[src/rtl/spi_packet_rx_if.sv]
// rtl/spi_packet_rx_if.sv - packet delivery handshake between spi_packet_rx and its consumer
interface spi_packet_rx_if #(
  parameter int PACKET_BYTES = 16
) ();
  logic [8*PACKET_BYTES-1:0] pkt_data;
  logic                      pkt_valid;
  logic                      pkt_ready;

  modport master (output pkt_data, output pkt_valid, input pkt_ready);
  modport slave  (input pkt_data, input pkt_valid, output pkt_ready);
endinterface

[src/rtl/spi_packet_rx.sv]
// rtl/spi_packet_rx.sv - oversampled SPI slave packet receiver with header/length/checksum checks
module spi_packet_rx #(
  parameter int         PACKET_BYTES = 16,
  parameter logic [7:0] HEADER_BYTE  = 8'hAA,
  parameter bit         CPOL         = 1'b0,
  parameter bit         CPHA         = 1'b0,
  parameter bit         CHECKSUM_EN  = 1'b1
) (
  input  logic                   clk,
  input  logic                   rst_n,
  input  logic                   cs_n,
  input  logic                   sck,
  input  logic                   sdi,
  spi_packet_rx_if.master        pkt,
  output logic                   initialized,
  output logic                   error,
  output logic [2:0]             err_code,
  output logic [15:0]            pkt_cnt,
  output logic [7:0]             err_cnt
);
  localparam int IDX_W = $clog2(PACKET_BYTES + 1);
  localparam int BUF_W = $clog2(PACKET_BYTES);
  localparam logic [IDX_W-1:0] FULL_IDX = IDX_W'(PACKET_BYTES);
  localparam logic [IDX_W-1:0] LAST_IDX = IDX_W'(PACKET_BYTES - 1);

  typedef enum logic [1:0] {S_IDLE, S_RECV, S_CHECK} state_t;

  state_t state, state_next;

  logic cs_meta, cs_sync, cs_d1, cs_d2;
  logic sck_meta, sck_sync, sck_d1;
  logic sdi_meta, sdi_sync;
  logic [1:0] fill;
  logic armed;

  logic cs_fall, cs_rise, sck_rise, sck_fall, sample_edge;
  logic start, sample, check;

  logic [7:0]       shreg;
  logic [2:0]       bit_idx;
  logic [IDX_W-1:0] byte_idx;
  logic             overflow;
  logic [7:0]       xor_acc;
  logic [7:0]       rx_buf [PACKET_BYTES];
  logic [7:0]       byte_new;
  logic [BUF_W-1:0] wr_ptr;
  logic [8*PACKET_BYTES-1:0] buf_flat;

  logic len_err, hdr_err, csum_err, good, slot_free;

  // Bring the SPI pins into the clk domain; cs_n gets two extra stages so a
  // sample edge coincident with the cs_n rise still lands before CHECK.
  always_ff @(posedge clk or negedge rst_n) begin
    if (!rst_n) begin
      cs_meta  <= 1'b1;
      cs_sync  <= 1'b1;
      cs_d1    <= 1'b1;
      cs_d2    <= 1'b1;
      sck_meta <= CPOL;
      sck_sync <= CPOL;
      sck_d1   <= CPOL;
      sdi_meta <= 1'b0;
      sdi_sync <= 1'b0;
    end else begin
      cs_meta  <= cs_n;
      cs_sync  <= cs_meta;
      cs_d1    <= cs_sync;
      cs_d2    <= cs_d1;
      sck_meta <= sck;
      sck_sync <= sck_meta;
      sck_d1   <= sck_sync;
      sdi_meta <= sdi;
      sdi_sync <= sdi_meta;
    end
  end

  // Arm only after a genuine cs_n high has travelled the pipeline, so a
  // transaction already running when reset releases is never joined.
  always_ff @(posedge clk or negedge rst_n) begin
    if (!rst_n) begin
      fill  <= 2'd0;
      armed <= 1'b0;
    end else begin
      if (fill != 2'd3) fill <= fill + 2'd1;
      if (fill == 2'd3 && cs_d1) armed <= 1'b1;
    end
  end

  assign cs_fall     = ~cs_d1 & cs_d2 & armed;
  assign cs_rise     = cs_d1 & ~cs_d2;
  assign sck_rise    = sck_sync & ~sck_d1;
  assign sck_fall    = ~sck_sync & sck_d1;
  assign sample_edge = (CPOL == CPHA) ? sck_rise : sck_fall;

  // FSM state register.
  always_ff @(posedge clk or negedge rst_n) begin
    if (!rst_n) state <= S_IDLE;
    else        state <= state_next;
  end

  // FSM next state and per-state strobes.
  always_comb begin
    state_next = state;
    start      = 1'b0;
    sample     = 1'b0;
    check      = 1'b0;
    case (state)
      S_IDLE: begin
        if (cs_fall) begin
          state_next = S_RECV;
          start      = 1'b1;
        end
      end
      S_RECV: begin
        sample = sample_edge;
        if (cs_rise) state_next = S_CHECK;
      end
      S_CHECK: begin
        check      = 1'b1;
        state_next = S_IDLE;
      end
      default: state_next = S_IDLE;
    endcase
  end

  assign byte_new = {shreg[6:0], sdi_sync};
  assign wr_ptr   = byte_idx[BUF_W-1:0];

  // Shift in bits MSB first, land whole bytes, fold the payload into the checksum.
  always_ff @(posedge clk or negedge rst_n) begin
    if (!rst_n) begin
      shreg    <= 8'd0;
      bit_idx  <= 3'd0;
      byte_idx <= '0;
      overflow <= 1'b0;
      xor_acc  <= 8'd0;
      for (int i = 0; i < PACKET_BYTES; i++) rx_buf[i] <= 8'd0;
    end else if (start) begin
      shreg    <= 8'd0;
      bit_idx  <= 3'd0;
      byte_idx <= '0;
      overflow <= 1'b0;
      xor_acc  <= 8'd0;
    end else if (sample) begin
      shreg   <= byte_new;
      bit_idx <= bit_idx + 3'd1;
      if (bit_idx == 3'd7) begin
        if (byte_idx == FULL_IDX) begin
          overflow <= 1'b1;
        end else begin
          rx_buf[wr_ptr] <= byte_new;
          byte_idx       <= byte_idx + IDX_W'(1);
          if (byte_idx < LAST_IDX) xor_acc <= xor_acc ^ byte_new;
        end
      end
    end
  end

  // Flatten the receive buffer with byte 0 in the low bits.
  always_comb begin
    buf_flat = '0;
    for (int i = 0; i < PACKET_BYTES; i++) buf_flat[8*i +: 8] = rx_buf[i];
  end

  assign len_err   = overflow | (byte_idx != FULL_IDX) | (bit_idx != 3'd0);
  assign hdr_err   = rx_buf[0] != HEADER_BYTE;
  assign csum_err  = CHECKSUM_EN & (xor_acc != rx_buf[PACKET_BYTES-1]);
  assign good      = ~(len_err | hdr_err | csum_err);
  assign slot_free = ~pkt.pkt_valid | pkt.pkt_ready;

  // Holding register, handshake and status: a good packet loads only into a
  // free slot, otherwise it is an overrun and only err_cnt moves.
  always_ff @(posedge clk or negedge rst_n) begin
    if (!rst_n) begin
      pkt.pkt_data  <= '0;
      pkt.pkt_valid <= 1'b0;
      initialized   <= 1'b0;
      error         <= 1'b0;
      err_code      <= 3'd0;
      pkt_cnt       <= 16'd0;
      err_cnt       <= 8'd0;
    end else begin
      if (pkt.pkt_valid && pkt.pkt_ready) pkt.pkt_valid <= 1'b0;
      if (check) begin
        if (good && slot_free) begin
          pkt.pkt_data  <= buf_flat;
          pkt.pkt_valid <= 1'b1;
          pkt_cnt       <= pkt_cnt + 16'd1;
          initialized   <= 1'b1;
          error         <= 1'b0;
          err_code      <= 3'd0;
        end else begin
          if (err_cnt != 8'hFF) err_cnt <= err_cnt + 8'd1;
          if (!good) begin
            error    <= 1'b1;
            err_code <= {len_err, hdr_err, csum_err};
          end
        end
      end
    end
  end

endmodule

[src/flat_wrapper.sv]
// flat-port wrapper written by rule: the top's interface ports become plain ports
module spi_packet_rx_flat 
#(
  parameter int         PACKET_BYTES = 16,
  parameter logic [7:0] HEADER_BYTE  = 8'hAA,
  parameter bit         CPOL         = 1'b0,
  parameter bit         CPHA         = 1'b0,
  parameter bit         CHECKSUM_EN  = 1'b1
)
  (clk, rst_n, cs_n, sck, sdi, initialized, error, err_code, pkt_cnt, err_cnt, pkt_pkt_data, pkt_pkt_valid, pkt_pkt_ready);
  spi_packet_rx_if #(.PACKET_BYTES(PACKET_BYTES)) pkt_i ();
  input  logic clk;
  input  logic rst_n;
  input  logic cs_n;
  input  logic sck;
  input  logic sdi;
  output logic initialized;
  output logic error;
  output logic [2:0] err_code;
  output logic [15:0] pkt_cnt;
  output logic [7:0] err_cnt;
  output wire logic [$bits(pkt_i.pkt_data)-1:0] pkt_pkt_data;
  output wire logic [$bits(pkt_i.pkt_valid)-1:0] pkt_pkt_valid;
  input wire logic [$bits(pkt_i.pkt_ready)-1:0] pkt_pkt_ready;
  assign pkt_pkt_data = pkt_i.pkt_data;
  assign pkt_pkt_valid = pkt_i.pkt_valid;
  assign pkt_i.pkt_ready = pkt_pkt_ready;
  spi_packet_rx #(.PACKET_BYTES(PACKET_BYTES), .HEADER_BYTE(HEADER_BYTE), .CPOL(CPOL), .CPHA(CPHA), .CHECKSUM_EN(CHECKSUM_EN)) u_core (.clk(clk), .rst_n(rst_n), .cs_n(cs_n), .sck(sck), .sdi(sdi), .pkt(pkt_i), .initialized(initialized), .error(error), .err_code(err_code), .pkt_cnt(pkt_cnt), .err_cnt(err_cnt));
endmodule
[config.mk]
export PLATFORM = sky130hd
export DESIGN_NAME = spi_packet_rx_flat
export DESIGN_NICKNAME = d
export VERILOG_FILES = /design/src/rtl/spi_packet_rx_if.sv /design/src/rtl/spi_packet_rx.sv /design/src/flat_wrapper.sv
export SDC_FILE = /design/constraint.sdc
export NUM_CORES = 1
export LEC_CHECK = 0
export BUFFER_PORTS_ARGS = -buffer_cell sky130_fd_sc_hd__buf_4
export CELL_PAD_IN_SITES_DETAIL_PLACEMENT = 0
export CELL_PAD_IN_SITES_GLOBAL_PLACEMENT = 2
export CORE_ASPECT_RATIO = 0.75
export CORE_MARGIN = 2
export CORE_UTILIZATION = 42
export CTS_BUF_LIST = sky130_fd_sc_hd__clkbuf_4 sky130_fd_sc_hd__clkbuf_8
export DETAILED_ROUTE_END_ITERATION = 8
export PLACE_DENSITY = 0.92
export SLEW_MARGIN = 20
export SYNTH_ARGS = -nofsm -noshare
export SYNTH_HDL_FRONTEND = slang
export SYNTH_SLANG_ARGS = --single-unit
[constraint.sdc]
create_clock -name clk -period 3.1 [get_ports clk]
set_clock_uncertainty 0.2 [all_clocks]
set_input_delay 0.62 -clock clk [delete_from_list [all_inputs] [get_ports clk]]
set_output_delay 0.62 -clock clk [all_outputs]
set_load 0.05 [all_outputs]
==> results.tsv <==
metric	value	unit
routed vias/inst	4.98	
CTS tree	yes	
measured slew at the worst slew-check pin	1.01	ns
FFs w/ async S/R, synth	100	%
routed wire length	27700	µm
IO Pins	164	
worst-path fanout max	20	
worst reg2reg path endpoint	u_core.pkt.pkt_data[35]	
HPWL Detailed	17900	µm
Area growth syn-to-layout	25.3	%
Initial DRC Count	322	
Critical Path End Type	flip-flop	
Synth area leaders	dfrtp_1 (63%), mux2_2 (21%), xor2_1 (1.7%)	
Placer Congestion	0.770	
power per cell area	560	mW/mm²
Syn Area/Cell	14.9	µm²
Die Area	0.0316	mm²
worst rel slew slack	32.4	%
unrepaired setup endpoints after global routing	yes	
cell with the most instances after synthesis	dfrtp_1	
Syn Std Cell Area	0.0127	mm²
Leakage	8.12	nW
synth cell count leaders	dfrtp_1 (320), mux2_2 (236), nand2_1 (47)	
Die Y	154	µm
maximum vdd ir drop	284	µV
final worst slack	0.0664	ns
Overflow after GRT	0	
r2r worst-path depth	8	
Hold Crit Start	u_core.sck_meta	
fin area	0.0159	mm²
Num CTS Buffers	53	
largest net degree at the start of global routing	93	
R2R setup slack	0.07	ns
MaxCap Viol Count	0	
first-pass GRT wire length	44100	µm
outcome	completed	
Port Buffers	163	
Clock Latency Late Sink	0.58	ns
share of cells above drive strength 1	49.9	%
cells after synthesis	850	
via count	7500	
top cell type's share of synthesized area	63.2	%
distinct cell type count after synthesis	48	
total power	8.89	mW
switching power	2.08	mW
# setup viols final	0	
WHS Endpoint	u_core.sck_sync	
DR WL/cell	18.4	µm
post-route ant nets	0	
clock share of power	45.2	%
Req. time, crit path	3.36	ns
initial antenna violation count	0	
hold-critical path depth	0	
minimum clock period	3.03	ns
number of H-tree levels	2	
core box area	0.0299	mm²
WP data arrival	3.29	ns
final max-slew violation count	0	
Initial Util	42.3	%
Synth Net Count	866	
EDFF count, synth	0	
Bufs on Longest Clock Path	3	
Int Power	6.81	mW
Tcrit/Tclk final	97.9	%
worst hold path type	flip-flop to flip-flop	
row cnt	55	
worst slack at placement	0.0873	ns
final core occ	53.0	%
first-pass detailed-route iteration total	4	
Startpoint Class	flip-flop	
worst flop-to-flop path startpoint	u_core.bit_idx[0]	
Fmax achieved	0.330	GHz
Sw Share	23.4	%
Seq/Total Area, Yosys	64.1	%
yosys warns	0	
GRT Total Usage	17.8	%
Yosys top cell by area	dfrtp_1	
clock sinks	324	
Comb power frac	4.9	%
vias in the first global route	7784	
Inserted Diodes	0	
nets	1087	
die width	204	µm
Hold Vio Cnt, Final	0	
Crit Path Class	flip-flop to flip-flop	
clock-pin transition on the worst setup and hold timing paths	0.06	ns
register share of total power	49.9	%
commonest register cell after synthesis	dfrtp_1	
post-synthesis register bit count	324	
# DRC	0	
Post-DP Area	0.0145	mm²
clock root buffer	clkbuf_8	
## state kept, by name (all words and copies together) (netlist names), 2 cells and up
register,flops
u_core.pkt.pkt_data,128
u_core.xor_acc,8
u_core.err_code,3
u_core.shreg,7
u_core.state,2
u_core.buf_flat,128
u_core.fill,2
u_core.err_cnt,8
u_core.bit_idx,3
u_core.byte_idx,5
u_core.pkt_cnt,16
## area by class of cell
class                      instances  area, µm²
fill                            2553      14100
sequential                       324       8110
multi-input combinational        481       4340
timing repair buffer             205       1720
clock buffer                      83       1040
tap                              399        499
clock inverter                     9        129
inverter                           6       22.5
## power groups by stage
stage	Clock, mW	Sequential [mW]	Combinational (mW)
6_report	4.02	4.44	0.434
5_1_grt	4.34	4.45	0.478
4_1_cts	4.13	4.44	0.447
3_5_place_dp	0	4.51	0.442
3_3_place_gp	0	4.51	0.435
2_1_floorplan	0	4.56	0.135
## critical path: stages (launching register included)
cell,delay (ns)
dfrtp_1,0.39
inv_1,0.09
ha_1,0.13
or3b_1,0.35
or4_4,0.58
nor4_4,0.39
buf_4,0.25
buf_12,0.18
mux2_2,0.35
## placed cells by master, fill, tap and decap left out, drive strengths merged, types with 12 or more instances in the layout
cell type	instances
nand3	12
clkbuf	86
mux2	251
nand2	47
buf	198
xor2	25
nor2	38
o21ai	15
xnor2	17
dfrtp	320
## kinds of logic (layout without fill, tap and decap cells)
| family | count (synthesis) | count (layout) | synth area share [%] |
|---|---|---|---|
| DFF | 324 | 324 | 64.1 |
| muxes | 252 | 252 | 22.4 |
| and+or+nand+nor | 152 | 152 | 6.55 |
| buffers and inverters | 45 | 303 | 1.88 |
| xor gates and xnor gates | 42 | 42 | 2.91 |
| AOI/OAI and AO/OA | 25 | 25 | 1.20 |
| adders and majority gates | 10 | 10 | 0.988 |
## routing by layer
metal,up-vias,part of all wire (%),track usage (%)
li1,3418,-,-
met1,3850,47,26.3
met2,199,44,26.7
met3,33,7.7,4.13
met4,0,1.1,4.38
met5,-,0,0
## how the worst max path moves through the flow
stage               slack (ns)                       end  depth (start not counted)                from
detailed placement        0.09   u_core.pkt.pkt_data[83]                          8  u_core.byte_idx[0]
global placement          0.17  u_core.pkt.pkt_data[101]                          8  u_core.byte_idx[0]
floorplan                 0.39   u_core.pkt.pkt_data[35]                          9  u_core.byte_idx[0]
global route             -0.03    u_core.pkt.pkt_data[9]                          8   u_core.bit_idx[0]
finish                    0.07   u_core.pkt.pkt_data[35]                          8   u_core.bit_idx[0]
CTS                       0.06  u_core.pkt.pkt_data[101]                          8  u_core.byte_idx[0]
## per-stage QoR
step | setup TNS (ns) | hold slack (ns) | instances
after floorplan | 0 | 0.124 | 850
final | 0 | 0.149 | 1507
after global placement | 0 | 0.136 | 1407
after CTS | 0 | 0.151 | 1503
after detailed placement | 0 | 0.138 | 1407
after global routing | -0.698 | 0.151 | 1507
## what timing repair did
| item | 4_1_cts | 5_1_grt |
|---|---|---|
| endpoints found under the setup margin | 0 | 72 |
| gates resized for setup | 0 | 7 |
| hold buffers | 4 | 0 |
| setup buffers | 0 | 1 |
| endpoints found under the hold margin | 40 | 0 |
Note: power is estimated with default switching activity, not from simulation.
